<file path="config.mk">
export PLATFORM = sky130hd
export DESIGN_NAME = stepper_move_ctrl
export DESIGN_NICKNAME = d
export VERILOG_FILES = /design/src/rtl/stepper_move_ctrl_pkg.sv /design/src/rtl/stepper_phase_seq.sv /design/src/rtl/stepper_move_ctrl.sv
export SDC_FILE = /design/constraint.sdc
export NUM_CORES = 1
export LEC_CHECK = 0
export CAP_MARGIN = 15
export CORE_UTILIZATION = 35
export DETAILED_ROUTE_END_ITERATION = 8
export PLACE_DENSITY_LB_ADDON = 0.15
export SYNTH_ARGS = -nofsm -noshare
export SYNTH_HDL_FRONTEND = slang
export SYNTH_SLANG_ARGS = --single-unit
</file>
<file path="constraint.sdc">
create_clock -name clk -period 2.9 [get_ports clk]
set_input_delay 0.58 -clock clk [delete_from_list [all_inputs] [get_ports clk]]
set_output_delay 0.58 -clock clk [all_outputs]
set_load 0.01 [all_outputs]
</file>
<file path="src/rtl/stepper_move_ctrl_pkg.sv">
// -----------------------------------------------------------------------------
// stepper_move_ctrl_pkg
// Shared definitions for the stepper move controller:
//   - coil phase pattern constants (full-step and half-step members)
//   - default step period constant (clocks per step minus one)
//   - move FSM state encoding
// Half-step sequencing is selected at build time with STEPPER_HALF_STEP_EN
// (used inside stepper_phase_seq).
// -----------------------------------------------------------------------------
package stepper_move_ctrl_pkg;

    // Coil patterns, named by their bit pattern.
    localparam logic [3:0] PH_1100 = 4'b1100;
    localparam logic [3:0] PH_0110 = 4'b0110;
    localparam logic [3:0] PH_0011 = 4'b0011;
    localparam logic [3:0] PH_1001 = 4'b1001;
    localparam logic [3:0] PH_1000 = 4'b1000;
    localparam logic [3:0] PH_0100 = 4'b0100;
    localparam logic [3:0] PH_0010 = 4'b0010;
    localparam logic [3:0] PH_0001 = 4'b0001;

    // Default step period for sequencers that do not program one.
    localparam int unsigned DEF_PERIOD = 49_999;

    typedef enum logic [1:0] {
        S_IDLE = 2'd0,
        S_RUN  = 2'd1,
        S_DONE = 2'd2
    } fsm_t;

endpackage

</file>
<file path="src/rtl/stepper_phase_seq.sv">
// -----------------------------------------------------------------------------
// stepper_phase_seq
// Combinational phase sequencer: given the current coil pattern and a
// direction, returns the next pattern and whether the current pattern is a
// member of the active sequence.
// Build option: STEPPER_HALF_STEP_EN selects the 8-phase half-step sequence;
// otherwise only the 4-phase full-step sequence exists.
// Ports:
//   i_phase  in  4  current coil pattern
//   i_dir    in  1  1 = forward, 0 = reverse
//   o_next   out 4  next pattern (i_phase when not a valid phase)
//   o_valid  out 1  i_phase belongs to the active sequence
// -----------------------------------------------------------------------------
module stepper_phase_seq
    import stepper_move_ctrl_pkg::*;
(
    input  logic [3:0] i_phase,
    input  logic       i_dir,
    output logic [3:0] o_next,
    output logic       o_valid
);

    always_comb begin
        o_next  = i_phase;
        o_valid = 1'b0;
        case (i_phase)
`ifdef STEPPER_HALF_STEP_EN
            PH_1000: begin o_valid = 1'b1; o_next = i_dir ? PH_1100 : PH_1001; end
            PH_1100: begin o_valid = 1'b1; o_next = i_dir ? PH_0100 : PH_1000; end
            PH_0100: begin o_valid = 1'b1; o_next = i_dir ? PH_0110 : PH_1100; end
            PH_0110: begin o_valid = 1'b1; o_next = i_dir ? PH_0010 : PH_0100; end
            PH_0010: begin o_valid = 1'b1; o_next = i_dir ? PH_0011 : PH_0110; end
            PH_0011: begin o_valid = 1'b1; o_next = i_dir ? PH_0001 : PH_0010; end
            PH_0001: begin o_valid = 1'b1; o_next = i_dir ? PH_1001 : PH_0011; end
            PH_1001: begin o_valid = 1'b1; o_next = i_dir ? PH_1000 : PH_0001; end
`else
            PH_1100: begin o_valid = 1'b1; o_next = i_dir ? PH_0110 : PH_1001; end
            PH_0110: begin o_valid = 1'b1; o_next = i_dir ? PH_0011 : PH_1100; end
            PH_0011: begin o_valid = 1'b1; o_next = i_dir ? PH_1001 : PH_0110; end
            PH_1001: begin o_valid = 1'b1; o_next = i_dir ? PH_1100 : PH_0011; end
`endif
            default: ;
        endcase
    end

endmodule

</file>
<file path="src/rtl/stepper_move_ctrl.sv">
// -----------------------------------------------------------------------------
// stepper_move_ctrl
// Per-axis stepper move controller: on a held go request it steps the coil
// pattern a latched number of times in a latched direction, one step every
// (period+1) clocks, stopping early on the end-stop or on go being dropped.
// Build option: STEPPER_HALF_STEP_EN (8-phase half-step sequence).
// Ports:
//   clk, rst       clock, synchronous active-high reset
//   i_go           level move request / acknowledge
//   i_dir          1 = forward, 0 = reverse (latched at move start)
//   i_steps        steps to take (latched at move start)
//   i_period       clocks per step minus one (latched; 0 treated as 1)
//   i_old_state    coil pattern followed while idle
//   i_boundary     end-stop for the current direction
//   o_state        coil drive pattern
//   o_busy         move in progress
//   o_done         move finished, waiting for go to drop
//   o_steps_done   steps taken in the current / last move (saturating)
// -----------------------------------------------------------------------------
module stepper_move_ctrl
    import stepper_move_ctrl_pkg::*;
#(
    parameter int         STEP_W     = 12,
    parameter int         PER_W      = 24,
    parameter logic [3:0] INIT_PHASE = 4'b1100
) (
    input  logic              clk,
    input  logic              rst,
    input  logic              i_go,
    input  logic              i_dir,
    input  logic [STEP_W-1:0] i_steps,
    input  logic [PER_W-1:0]  i_period,
    input  logic [3:0]        i_old_state,
    input  logic              i_boundary,
    output logic [3:0]        o_state,
    output logic              o_busy,
    output logic              o_done,
    output logic [STEP_W-1:0] o_steps_done
);

    function automatic logic [STEP_W-1:0] sat_inc(input logic [STEP_W-1:0] v);
        return (&v) ? v : v + 1'b1;
    endfunction

    fsm_t              r_fsm;
    fsm_t              w_fsm_next;
    logic [3:0]        r_state;
    logic [PER_W-1:0]  r_cnt;
    logic [STEP_W-1:0] r_steps_done;
    logic [STEP_W-1:0] r_steps;
    logic              r_dir;
    logic [PER_W-1:0]  r_period;

    logic              w_stay_run;
    logic              w_tick;
    logic [3:0]        w_seq_in;
    logic [3:0]        w_seq_next;
    logic              w_seq_valid;
    logic [3:0]        w_load_phase;
    logic [3:0]        w_step_phase;

    // One sequencer serves both paths: while a move continues it steps the
    // live pattern, otherwise it validates the idle pattern being loaded.
    assign w_stay_run = (r_fsm == S_RUN) && (w_fsm_next == S_RUN);
    assign w_seq_in   = w_stay_run ? r_state : i_old_state;
    assign w_tick     = w_stay_run && (r_cnt == r_period);

    assign w_load_phase = w_seq_valid ? i_old_state : INIT_PHASE;
    assign w_step_phase = w_seq_valid ? w_seq_next  : INIT_PHASE;

    stepper_phase_seq u_phase_seq (
        .i_phase (w_seq_in),
        .i_dir   (r_dir),
        .o_next  (w_seq_next),
        .o_valid (w_seq_valid)
    );

    // FSM state register
    always_ff @(posedge clk) begin
        if (rst) begin
            r_fsm <= S_IDLE;
        end else begin
            r_fsm <= w_fsm_next;
        end
    end

    // FSM next state; boundary outranks completion, and completion is
    // checked before any further tick so the final step is never exceeded.
    always_comb begin
        w_fsm_next = r_fsm;
        case (r_fsm)
            S_IDLE: begin
                if (i_go) begin
                    if (i_boundary || (i_steps == '0)) w_fsm_next = S_DONE;
                    else                               w_fsm_next = S_RUN;
                end
            end
            S_RUN: begin
                if (!i_go)                              w_fsm_next = S_IDLE;
                else if (i_boundary)                    w_fsm_next = S_DONE;
                else if (r_steps_done == r_steps)       w_fsm_next = S_DONE;
            end
            S_DONE: begin
                if (!i_go) w_fsm_next = S_IDLE;
            end
            default: w_fsm_next = S_IDLE;
        endcase
    end

    // FSM outputs
    always_comb begin
        o_busy = (r_fsm == S_RUN);
        o_done = (r_fsm == S_DONE);
    end

    // Coil pattern, period counter and step counter
    always_ff @(posedge clk) begin
        if (rst) begin
            r_state      <= INIT_PHASE;
            r_cnt        <= '0;
            r_steps_done <= '0;
        end else if ((w_fsm_next == S_IDLE) || (r_fsm == S_IDLE)) begin
            r_state      <= w_load_phase;
            r_cnt        <= '0;
            r_steps_done <= '0;
        end else if (w_tick) begin
            r_state      <= w_step_phase;
            r_cnt        <= '0;
            r_steps_done <= sat_inc(r_steps_done);
        end else if (w_stay_run) begin
            r_cnt        <= r_cnt + 1'b1;
        end
    end

    // Move parameters, captured only on IDLE -> RUN
    always_ff @(posedge clk) begin
        if ((r_fsm == S_IDLE) && (w_fsm_next == S_RUN)) begin
            r_steps  <= i_steps;
            r_dir    <= i_dir;
            r_period <= (i_period == '0) ? {{(PER_W-1){1'b0}}, 1'b1} : i_period;
        end
    end

    assign o_state      = r_state;
    assign o_steps_done = r_steps_done;

endmodule

</file>
======== Yosys cells after proc, flatten, opt, wreduce, memory -nomap -nowiden ========
Index checks and enable logic that the tools add are counted.
operators by class
  $add $sub $neg .......................... 2
  equality and inequality tests ........... 9
  muxes and demuxes ....................... 18
  bitwise logic cells ..................... 1
  reduce and logical (&&, ||, !) cells .... 15
operator list
  cell                                                 number
  2-to-1 mux 4 bit                                     9
  adder 24 x 1 -> 24 bit, second input constant        1
  equality test 24 bit                                 1
  logical NOT 24 bit                                   1
  case mux 4 bit (4 select lines)                      1
  adder 12 x 1 -> 12 bit, second input constant        1
  equality test 12 bit                                 1
  logical NOT 12 bit                                   1
  2-to-1 mux 2 bit                                     6
  AND reduction 12 bit                                 1
  equality test 4 bit, second input constant           2
  case mux 2 bit (3 select lines)                      1
  equality test 2 x 1 -> 1 bit, second input constant  2
  equality test 4 x 2 -> 1 bit, second input constant  1
  equality test 4 x 3 -> 1 bit, second input constant  1
  logical NOT 2 bit                                    2
  OR reduction 4 bit                                   1
  logical AND 1 bit                                    3
  OR reduction 3 bit                                   1
  equality test 2 bit, second input constant           1
  logical OR 1 bit                                     2
  AND reduction 2 bit                                  1
  nonzero test 2 bit                                   1
  OR reduction 2 bit                                   1
  other kinds (2)                                      2
word-level totals
  register bits after elaboration ......... 79
  output and inout port bits .............. 18

======== Depth between registers and ports, before layout ========
  word-level depth ........................ 14
  gate-level depth with buffers ........... 9
  gate-level depth less buffers ........... 6

======== Modules after synthesis ========
Synthesis repeated with hierarchy kept, for this count alone.
second synthesis, totals
  cells, all modules ...................... 445
  area, all modules ....................... 4,266.6 sq um
by module, submodules not included
  module             times used  cells each  area each (sq um)  sequential area each (sq um)
  stepper_move_ctrl  1           408         4,002.6            1,951.9
  stepper_phase_seq  1           37          264.0              0.0

======== Worst setup path after synthesis ========
OpenSTA, ideal clock, no wires.
  path kind ............................... input port to flip-flop
  start point ............................. input port i_steps[9]
  end point ............................... register r_dir, enable pin
  library setup time ...................... 431 ps
  arrival time ............................ 2,433 ps
  data required time ...................... 2,469 ps
  path slack .............................. 36 ps
  stages .................................. 3
  buffers on the path ..................... 0
  path through ............................ nor4_1 > a31o_2 > nor2_1
between the ends
  longest elaborated chain between the ends .. 7
RTL lines
  what                             line                      text
  from (decl)                      stepper_move_ctrl.sv:31   input logic [STEP_W-1:0] i_steps,
  logical NOT 12 bit               stepper_move_ctrl.sv:94   if (i_boundary || (i_steps == '0)) w_fsm_next = S_DONE;
  logical OR 1 bit                 stepper_move_ctrl.sv:94
  2-to-1 mux 2 bit                 stepper_move_ctrl.sv:94
  2-to-1 mux 2 bit                 stepper_move_ctrl.sv:93   if (i_go) begin
  case mux 2 bit (3 select lines)  stepper_move_ctrl.sv:91   case (r_fsm)
  equality test 2 x 1 -> 1 bit     stepper_move_ctrl.sv:137  if ((r_fsm == S_IDLE) && (w_fsm_next == S_RUN)) begin
  logical AND 1 bit                stepper_move_ctrl.sv:137
  to (signal assigned)             stepper_move_ctrl.sv:139  r_dir <= i_dir;
  to (decl)                        stepper_move_ctrl.sv:51   logic r_dir;
Every way passes these cells.
A chain may end at the register's enable or synchronous reset.

======== Final worst setup path ========
  start point ............................. register r_steps_done[2], in the netlist o_steps_done[2]
  end point ............................... register r_state[2], in the netlist o_state[2]
between the ends
  longest elaborated chain between the ends .. 14
  elaborated cells between the ends (all ways) .. 23
  classes of those cells .................. eq/ne: 6; mux: 11; reduce/logical: 6
RTL lines
  what                                         line                      text
  from (decl)                                  stepper_move_ctrl.sv:49   logic [STEP_W-1:0] r_steps_done;
  from (signal assigned)                       stepper_move_ctrl.sv:129  r_steps_done <= sat_inc(r_steps_done);
  equality test 12 bit (*)                     stepper_move_ctrl.sv:101  else if (r_steps_done == r_steps) w_fsm_next = S_DONE;
  2-to-1 mux 2 bit (*)                         stepper_move_ctrl.sv:101
  2-to-1 mux 2 bit (*)                         stepper_move_ctrl.sv:100  else if (i_boundary) w_fsm_next = S_DONE;
  2-to-1 mux 2 bit (*)                         stepper_move_ctrl.sv:99   if (!i_go) w_fsm_next = S_IDLE;
  case mux 2 bit (3 select lines) (*)          stepper_move_ctrl.sv:91
  equality test 2 x 1 -> 1 bit                 stepper_move_ctrl.sv:64   assign w_stay_run = (r_fsm == S_RUN) && (w_fsm_next == S_RUN);
  logical AND 1 bit                            stepper_move_ctrl.sv:64
  2-to-1 mux 4 bit                             stepper_move_ctrl.sv:65   assign w_seq_in = w_stay_run ? r_state : i_old_state;
  equality test 4 bit (tied with other cells)  stepper_phase_seq.sv:26   case (i_phase)
  OR reduction 4 bit (no source line)          n/a
  2-to-1 mux 1 bit                             stepper_phase_seq.sv:26
  2-to-1 mux 4 bit                             stepper_move_ctrl.sv:69   assign w_step_phase = w_seq_valid ? w_seq_next : INIT_PHASE;
  2-to-1 mux 4 bit                             stepper_move_ctrl.sv:126  end else if (w_tick) begin
  2-to-1 mux 4 bit                             stepper_move_ctrl.sv:122  end else if ((w_fsm_next == S_IDLE) || (r_fsm == S_IDLE)) begin
  to (signal assigned)                         stepper_move_ctrl.sv:123  r_state <= w_load_phase;
  to (signal assigned)                         stepper_move_ctrl.sv:127  r_state <= w_step_phase;
  to (decl)                                    stepper_move_ctrl.sv:47   logic [3:0] r_state;
Every way passes the cells marked *; elsewhere a longest branch is shown, timed or not. The select of a mux whose other input is x is not followed.

==> impl_results.md <==
- Buf+Inv Stages, Crit Path: 1
- Post-synth top flop: dfxtp_1
- Crit-path max cell delay: between 500 and 600 ps
- IO Count: 63
- 1st-pass router iterations: 4
- Final Wtd Congestion: 0.758
- CP Data Required Time: between 3000 and 4000 ps
- Initial antenna violation count: 0
- Final period util: between 80% and 90%
- Clock Latency Late Sink: 360 ps
- Post-DP HPWL: slightly above 6000 um
- CP max-delay cell: a2111oi_0
- Relative slew slack: 30.8%
- Cells after Synth: approximately 370
- Synth Register Bits: approximately 80
- First-pass GRT wire length: 13600 um
- Clock sink total: around 80
- Post-layout minimum cycle time: 2440 ps
- Avg Vias per Cell: about 5.0
- Worst slew pin tran: 1040 ps
- DIE WIDTH: around 110 um
- Number of synthesized flops with an enable pin: 37
- Post-synthesis sequential area ratio: 51.5%
- Fraction of layout cells with a size suffix above 1: under 10%
- Area grow syn2layout: 24.0%
- Root Driver: clkbuf_8
- Post-Syn Nets: around 420
- Hold crit path type: reg -> reg
- Aggregate global routing overflow: 0
- Pre-CTS setup slack: 231 ps
- Setup CP Type: reg -> reg
- Post-CTS Setup Repair Bufs: 0
- Top Family by Delay on Critical Path: compound AO/OA/AOI/OAI gates
- Vias in the first global route: 2638
- Drt wl/cell: 15.0 um
- Yosys cell types: 48
- Dpl cells: 539
- IO buf count: 62
- Max Cap Viol: 0
- Status: completed
- Starting Density: around 36%
- Clock Skews: 16.8 ps
- TritonCTS Buffers: 9
- Leak Pwr: between 0.001 and 0.0015 uW
- Most frequent cells in the layout: clkdlybuf4s50_1, xnor2_1, dfxtp_1, nor2_1, edfxtp_1
- CTS tree: built
- Core Region: approximately 0.010 mm^2
- Post-layout net count: roughly 460
- Die ar.: roughly 0.011 mm^2
- Commonest non-fill, non-tap cell in the layout: clkdlybuf4s50_1
- Gr usage total: around 16%
- Final hold violation count: 0
- Setup TNS: 0 ps
- Detailed-route via count: roughly 2800
- Die Height: roughly 110 um
- 1st-iter DRT viols: between 100 and 150
- Residual DRC: 0
- Cts hold-fix bufs: 0
- CTS max path bufs: 2
- Final Setup Violations: 0
- WP data arrival: ~2700 ps
- Critical path peak fanout: 7
- RSZ-0062 raised after global routing: no
- Routed Antenna Nets: 0
- Ys async rst share: 0%
- Finished Layout Cells: about 560
- Post-route worst setup slack: approximately 460 ps
- CTS resizes: 0
- Slew Limit Fails: 0
- Fmax: 410 MHz
- CP Capture Type: flop
- Ys Warns: 0
- Max VDD drop: about 0.19 mV
- Total Power: about 2200 uW
- Setup crit start kind: flop
- Row count: 37
- Ant diodes: 0
- Total Routed Length: around 8300 um
- Htree depth: 3
- Avg Cell Area, Syn: a little over 10 um^2
- CTS clk-pin slew, worst paths: 90 ps
- Synth Cell Area: approximately 0.0038 mm^2
- Largest net degree at the start of global routing: 38
- Power Density: about 480 mW/mm^2
- CP cell instances: xor2_1 -> nor4_1 -> buf_4 -> a31o_1 -> a221oi_1 -> a2111oi_0 -> o21ba_2
==> layer usage <==
layer / part of all wire, % / vias up / wire [um] / track usage [%]
li1: - / 1386 / - / -
met1: 47 / 1290 / 3920 / 19.7
met2: 47 / 66 / 3950 / 26.3
met3: 4.4 / 12 / 365 / 3.68
met4: 1.3 / 0 / 106 / 6.35
met5: 0 / - / 0 / 0
==> per-stage QoR <==
step / hold WS [ps] / cell area, um^2 / util, %
2_1_floorplan: 489 / 3790 / -
3_3_place_gp: 527 / 4480 / 43.0
3_5_place_dp: 537 / 4480 / 43.0
4_1_cts: 553 / 4700 / 45.1
5_1_grt: 590 / 4700 / 45.1
6_report: 548 / 4700 / 45.1
==> worst paths after layout <==
path | start | to | slack [ps] | cells after the start
max | o_steps_done[2]$_SDFFE_PP0P_ | o_state[2]$_SDFFE_PP1P_ | 460 | 7
min reg2reg | o_steps_done[8]$_SDFFE_PP0P_ | o_steps_done[8]$_SDFFE_PP0P_ | 550 | 2
max reg2reg | o_steps_done[2]$_SDFFE_PP0P_ | o_state[2]$_SDFFE_PP1P_ | 460 | 7
min | o_steps_done[8]$_SDFFE_PP0P_ | o_steps_done[8]$_SDFFE_PP0P_ | 550 | 2
==> state kept, by name, indices dropped and copies added, names as in the netlist <==
signal        count
o_state           4
r_steps          12
o_steps_done     12
r_period         24
r_cnt            24
r_dir             1
r_fsm             2
==> report_power, final <==
| part | total, uW | leakage [uW] | switching [uW] | internal, uW |
|---|---|---|---|---|
| clock network | 875 | 0.000106 | 424 | 451 |
| registers | 1210 | 0.000683 | 17.0 | 1200 |
| logic | 154 | 0.000655 | 64.9 | 89.0 |
| total | 2240 | 0.00144 | 506 | 1740 |
==> worst min-delay path, cell delays in order, from the launching register on <==
cell	delay, ps
dfxtp_1	360
o21ai_0	90
a21oi_1	60
==> Yosys cell counts (2+ instances only) <==
library cell / n / area, um^2
nor2_1: 39 / 146
or3_1: 11 / 68.8
xor2_1: 14 / 123
a31o_2: 2 / 17.5
nor3_1: 10 / 50.1
clkbuf_1: 28 / 105
dfxtp_1: 42 / 841
nor2b_1: 2 / 12.5
nand4_1: 13 / 81.3
edfxtp_1: 37 / 1110
buf_2: 6 / 30.0
nor4_4: 2 / 42.5
ha_1: 2 / 25.0
nor4_2: 5 / 62.6
xnor2_1: 50 / 438
o21ai_0: 11 / 55.1
a21oi_1: 11 / 55.1
inv_1: 7 / 26.3
mux2i_1: 3 / 30.0
nor4_1: 17 / 106
and3_1: 4 / 25.0
nand2_1: 17 / 63.8
nand3_1: 12 / 60.1
and4_1: 2 / 17.5
==> final cells by class <==
| cell class | instances | area [um^2] |
|---|---|---|
| fill | 1039 | 5720 |
| sequential | 79 | 1950 |
| multi-input combinational | 249 | 1670 |
| timing repair buffer | 68 | 666 |
| tap | 136 | 170 |
| clock buffer | 11 | 151 |
| clock inverter | 5 | 63.8 |
| inverter | 7 | 26.3 |
==> cells by family after synthesis <==
group | count (synthesis) | share of synthesized area [%]
AO/OA/AOI/OAI | 36 | 6.01
XOR/XNOR | 64 | 14.8
adder cells (fa/ha/maj) | 2 | 0.660
buffers and inverters | 43 | 4.66
flip-flops | 79 | 51.5
multiplexers | 3 | 0.792
AND/OR/NAND/NOR | 144 | 21.6
Note: power is estimated with default switching activity, not from simulation.
==> edit 1 (config.mk and constraints unchanged) <==
Register the inputs `i_go`, `i_dir`, `i_steps`, `i_period`, `i_old_state` and `i_boundary` before use, cleared by the reset. The logic sees them one clock later.
--- a/src/rtl/stepper_move_ctrl.sv
+++ b/src/rtl/stepper_move_ctrl.sv
@@ -39,4 +39,29 @@
 );
 
+    logic i_go_q;
+    logic i_dir_q;
+    logic [STEP_W-1:0] i_steps_q;
+    logic [PER_W-1:0] i_period_q;
+    logic [3:0] i_old_state_q;
+    logic i_boundary_q;
+
+    always_ff @(posedge clk) begin
+        if (rst) begin
+            i_go_q        <= '0;
+            i_dir_q       <= '0;
+            i_steps_q     <= '0;
+            i_period_q    <= '0;
+            i_old_state_q <= '0;
+            i_boundary_q  <= '0;
+        end else begin
+            i_go_q        <= i_go;
+            i_dir_q       <= i_dir;
+            i_steps_q     <= i_steps;
+            i_period_q    <= i_period;
+            i_old_state_q <= i_old_state;
+            i_boundary_q  <= i_boundary;
+        end
+    end
+
     function automatic logic [STEP_W-1:0] sat_inc(input logic [STEP_W-1:0] v);
         return (&v) ? v : v + 1'b1;
@@ -63,8 +88,8 @@
     // live pattern, otherwise it validates the idle pattern being loaded.
     assign w_stay_run = (r_fsm == S_RUN) && (w_fsm_next == S_RUN);
-    assign w_seq_in   = w_stay_run ? r_state : i_old_state;
+    assign w_seq_in   = w_stay_run ? r_state : i_old_state_q;
     assign w_tick     = w_stay_run && (r_cnt == r_period);
 
-    assign w_load_phase = w_seq_valid ? i_old_state : INIT_PHASE;
+    assign w_load_phase = w_seq_valid ? i_old_state_q : INIT_PHASE;
     assign w_step_phase = w_seq_valid ? w_seq_next  : INIT_PHASE;
 
@@ -91,16 +116,16 @@
         case (r_fsm)
             S_IDLE: begin
-                if (i_go) begin
-                    if (i_boundary || (i_steps == '0)) w_fsm_next = S_DONE;
+                if (i_go_q) begin
+                    if (i_boundary_q || (i_steps_q == '0)) w_fsm_next = S_DONE;
                     else                               w_fsm_next = S_RUN;
                 end
             end
             S_RUN: begin
-                if (!i_go)                              w_fsm_next = S_IDLE;
-                else if (i_boundary)                    w_fsm_next = S_DONE;
+                if (!i_go_q)                              w_fsm_next = S_IDLE;
+                else if (i_boundary_q)                    w_fsm_next = S_DONE;
                 else if (r_steps_done == r_steps)       w_fsm_next = S_DONE;
             end
             S_DONE: begin
-                if (!i_go) w_fsm_next = S_IDLE;
+                if (!i_go_q) w_fsm_next = S_IDLE;
             end
             default: w_fsm_next = S_IDLE;
@@ -136,7 +161,7 @@
     always_ff @(posedge clk) begin
         if ((r_fsm == S_IDLE) && (w_fsm_next == S_RUN)) begin
-            r_steps  <= i_steps;
-            r_dir    <= i_dir;
-            r_period <= (i_period == '0) ? {{(PER_W-1){1'b0}}, 1'b1} : i_period;
+            r_steps  <= i_steps_q;
+            r_dir    <= i_dir_q;
+            r_period <= (i_period_q == '0) ? {{(PER_W-1){1'b0}}, 1'b1} : i_period_q;
         end
     end
Check against the original RTL: not equivalent (a bounded check fails within 4 cycles, from zero or initial values and one cycle with rst high).
==> edit 1 against the original RTL <==
- clock power up 140%
- setup slack better by 0.17 ns
- design area increased by 33%
- power is 84% higher
- wire length is 21% higher
- synthesized area up 30%
- via count rose by 20%
- first-iteration DRC count is 13% lower
- sequential cell count grew 43
- sequential share of layout area increased by 3.5 points
- largest power group is now the clock network
- highest routed layer unchanged
==> edit 1: results (changes against the original RTL) <==
outcome:
  outcome: "completed"
logic_synthesis:
  netlist_top_cells_area: "dfxtp_1, edfxtp_1, xor2_1, nor2b_1, xnor2_1"
  synth_mux_area_share_pct: 0.4052  # -0.39 points
  yosys-top-cells-count: "dfxtp_1, nor2b_1, edfxtp_1"
  synth-seq-area-share_pct: 56.93  # +5.4 points
  synth_fa_ha_area_share_pct: 0.5065  # -0.15 points
  synth_compound_area_share_pct: 5.090  # -0.92 points
  synth_xor_area_share_pct: 10.64  # -4.2 points
  synth_nets: 501  # +20%
  syn_avg_cell_area_sq_um: 10.88  # +6.5%
worst_setup_path:
  r2r-start: "o_steps_done[0]"
  critPathMaxFanout: 6  # -1
  crit_path_start: "r_fsm[1]"
  cp.arrival_ns: 1.69  # -1.00 ns
power:
  ir_drop_mv: 0.3682  # +98%
detailed_routing:
  drt-initial-drc-count: 124  # -13%
  vias: 3307  # +20%
  wl_per_cell_um: 14.61  # -2.7%
global_route:
  grt_pass1_vias: 3247  # +23%
  grt_max_degree: 48  # +26%
  grt_pass1_wl_mm: 16.52  # +21%
  met2_usage_pct: 21.88  # -4.5 points
  met3_usage_pct: 3.868  # +0.19 points
finish:
  area_share_nonclk_buffers_pct: 10.65  # -3.5 points
  multi_input_area_share_pct: 30.92  # -4.6 points
  clock_area_share_pct: 9.451  # +4.9 points
  num-nets-final: 547  # +19%
  nNonClkBuffers: 67  # -1.5%
  fillCellCount: 1295  # +25%
clocking:
  cts_buffers: 17  # +8
  cts_htree_levels: 4  # +1
  clock_latency_ns: 0.42  # +0.06 ns
  clockRootBuffer: "clkbuf_16"
worst_hold_path:
  worstHoldStart: "i_dir_q"
placed_design:
  dp.cells: 661  # +23%
  hpwl_mm: 7.135  # +18%
sta:
  skew_ns: 0.006417  # -0.01038 ns
  relSlewSlack_pct: 54.70  # +24 points
==> edit 1: changes by cell type after synthesis, moves of 11 or more <==
cell     change
dfxtp_1     +43
nand4_1     +11
nor2_1      -13
nor2b_1     +41
xnor2_1     -22
xor2_1      +18
==> edit 1: stage by stage <==
| step | util [%] | power, W | area [sq um] |
|---|---|---|---|
| detailed placement | 40.92 | 0.002078 | 5658 |
| CTS | 45.19 | 0.004175 | 6248 |
| finish | 45.19 | 0.004133 | 6248 |
| global route | 45.19 | 0.004266 | 6248 |
| floorplan | - | 0.001987 | 4946 |
| global placement | 40.92 | 0.002076 | 5658 |
==> edit 1: power breakdown <==
group	switching [W]	internal [W]
combinational	0.0000692	0.000108
sequential	0.0000362	0.00182
clock	0.000813	0.00128
total	0.000919	0.00321
==> edit 1: path summary, 6_finish.rpt <==
kind                              endpoint  slack [ns]  depth (start not counted)
worst max register to register  o_state[1]        0.72                          7
worst min-delay path                 r_dir        0.40                          0
worst max-delay path                o_done        0.63                          2
worst min register to register       r_dir        0.40                          0
==> edit 1: worst max-delay path, stage by stage (launching register included) <==
cell             delay, ns
dfxtp_1               0.50
and2b_2               0.21
clkdlybuf4s50_1       0.57
==> edit 1: kinds of logic (layout without fill, tap and decap cells) <==
group	count (synthesis)	in the layout
buf+inv	46	105
simple gates	179	179
fa+ha+maj	2	2
flops	122	122
xor+xnor	60	60
compound gates	43	43
mux	2	2
==> edit 1: routing by layer <==
metal / vias to the layer above / part of all wire, %
met2: 87 / 42
met1: 1536 / 51
met3: 18 / 4.4
li1: 1666 / -
met4: 0 / 2.2
met5: - / 0
==> edit 2 (config.mk and constraints unchanged) <==
Made on the original files. `PER_W`: 24 -> 36.
--- a/src/rtl/stepper_move_ctrl.sv
+++ b/src/rtl/stepper_move_ctrl.sv
@@ -22,5 +22,5 @@
 #(
     parameter int         STEP_W     = 12,
-    parameter int         PER_W      = 24,
+    parameter int         PER_W      = 36,
     parameter logic [3:0] INIT_PHASE = 4'b1100
 ) (
Interface: changed (resized i_period); port bits go from 63 to 75. No check against the original RTL was run, so the function may have changed too.
==> edit 2 against the original RTL <==
- synthesized cell count up 34%
- power increased by 32%
- count of clock-buffer cells in the layout is the same
- clock skew down 0.011 ns
- critical endpoint is now o_state[0]
- synthesized area increased by 34%
- design area grew 33%
- wire length increased by 47%
- highest routed layer unchanged
- setup slack worse by 0.099 ns
- sequential cell count rose by 24
==> edit 2: results (changes against the original RTL) <==
placed_design:
  placed_area_sq_mm: 0.005941  # +33%
  hpwl_mm: 9.171  # +52%
  gp_congestion: 0.8000  # +5.6%
  dp.cells: 712  # +32%
  preCtsSetupSlack_ns: 0.1675  # -0.06377 ns
  io_buffers: 74  # +19%
clocking:
  clock_latency_ns: 0.36  # about the same
  clockRootBuffer: "clkbuf_16"
  clock_path_buffers: 2  # unchanged
  clk_pin_slew_ns: 0.07  # -0.02 ns
  cts_htree_levels: 3  # unchanged
  cts_buffers: 9  # unchanged
sta:
  skew_ns: 0.006240  # -0.01055 ns
  period_needed_ns: 2.538  # +0.09920 ns
  hold_slack_ns: 0.5174  # -0.03056 ns
  worst_pin_slew_ns: 0.7412  # -0.2944 ns
global_route:
  grt_pass1_vias: 3601  # +37%
  grt_usage_pct: 17.62  # +1.8 points
  met2_usage_pct: 26.65  # +0.32 points
  grt_pass1_wl_mm: 19.60  # +44%
  grt_use_met1_pct: 24.47  # +4.7 points
  grt_max_degree: 49  # +29%
  met3_usage_pct: 5.204  # +1.5 points
finish:
  top_regs: "r_cnt (36), r_period (36)"
  num-nets-final: 602  # +31%
  drive_above_1_share_pct: 8.577  # -0.015 points
  fillCellCount: 1339  # +29%
  antenna_cells: 0  # unchanged
logic_synthesis:
  synth-seq-area-share_pct: 50.32  # -1.2 points
  synth_cell_types: 55  # +15%
  yosys-top-cells-count: "xnor2_1, dfxtp_1, edfxtp_1"
  synth_cells: 496  # +34%
  synth-edff-count: 49  # +32%
  synth_nets: 555  # +33%
  async_reset_ff_share_pct: 0  # unchanged
  netlist_top_cells_area: "edfxtp_1, dfxtp_1, xnor2_1, xor2_1, nor2_1"
power:
  clock_power_share_pct: 39.6  # +0.6 points
  ir_drop_mv: 0.3332  # +79%
  internal_power_w: 0.002294  # +32%
  power_leakage_nw: 1.914  # +33%
  p_seq_w: 0.00158  # +31%
worst_hold_path:
  min_to: "r_cnt[9]"
  hp-class: "reg2reg"
  worstHoldStart: "r_cnt[9]"
detailed_routing:
  totalWireLength_mm: 12.26  # +47%
  drt-initial-drc-count: 207  # +46%
  vias_per_cell: 5.239  # +5.6%
  vias: 3814  # +38%
worst_setup_path:
  regToRegSetupSlack_ns: 0.36  # -0.10 ns
  cp.arrival_ns: 2.84  # +0.15 ns
  slowest_delay_ns: 0.70  # +0.14 ns
  endpoint: "o_state[0]"
  cp_slowest_cell: "o31ai_1"
  crit_path_start: "o_steps_done[11]"
  r2r.worst_path.cells: 6  # -1
  critPathMaxFanout: 7  # unchanged
  crit_family: "compound AO/OA/AOI/OAI gates"
outcome:
  outcome: "completed"
[edit 2: kinds of logic (layout without fill, tap and decap cells)]
family / after synthesis / count (layout) / share of synthesized area [%]
adders and majority gates: 2 / 2 / 0.4933
muxes: 3 / 3 / 0.6167
buffers and inverters: 59 / 111 / 5.007
DFF: 103 / 103 / 50.32
xor gates and xnor gates: 82 / 82 / 14.53
AOI/OAI and AO/OA: 55 / 55 / 7.548
and+or+nand+nor: 192 / 192 / 21.49
[edit 2: area by class of cell]
class                           instances  area [sq um]  area share, %
Clock buffer                           11         242.7          3.899
Clock inverter                          5         42.54         0.6833
Inverter                                9         33.78         0.5426
Multi-Input combinational cell        334          2273          36.52
Sequential cell                       103          2552          41.00
Tap cell                              180         225.2          3.617
Timing Repair Buffer                   86         855.8          13.75
[edit 2: layer usage]
layer | vias up | share of wire, %
met5 | - | 0
met3 | 12 | 4.8
met4 | 0 | 1.2
met1 | 1859 | 48
li1 | 1859 | -
met2 | 84 | 46
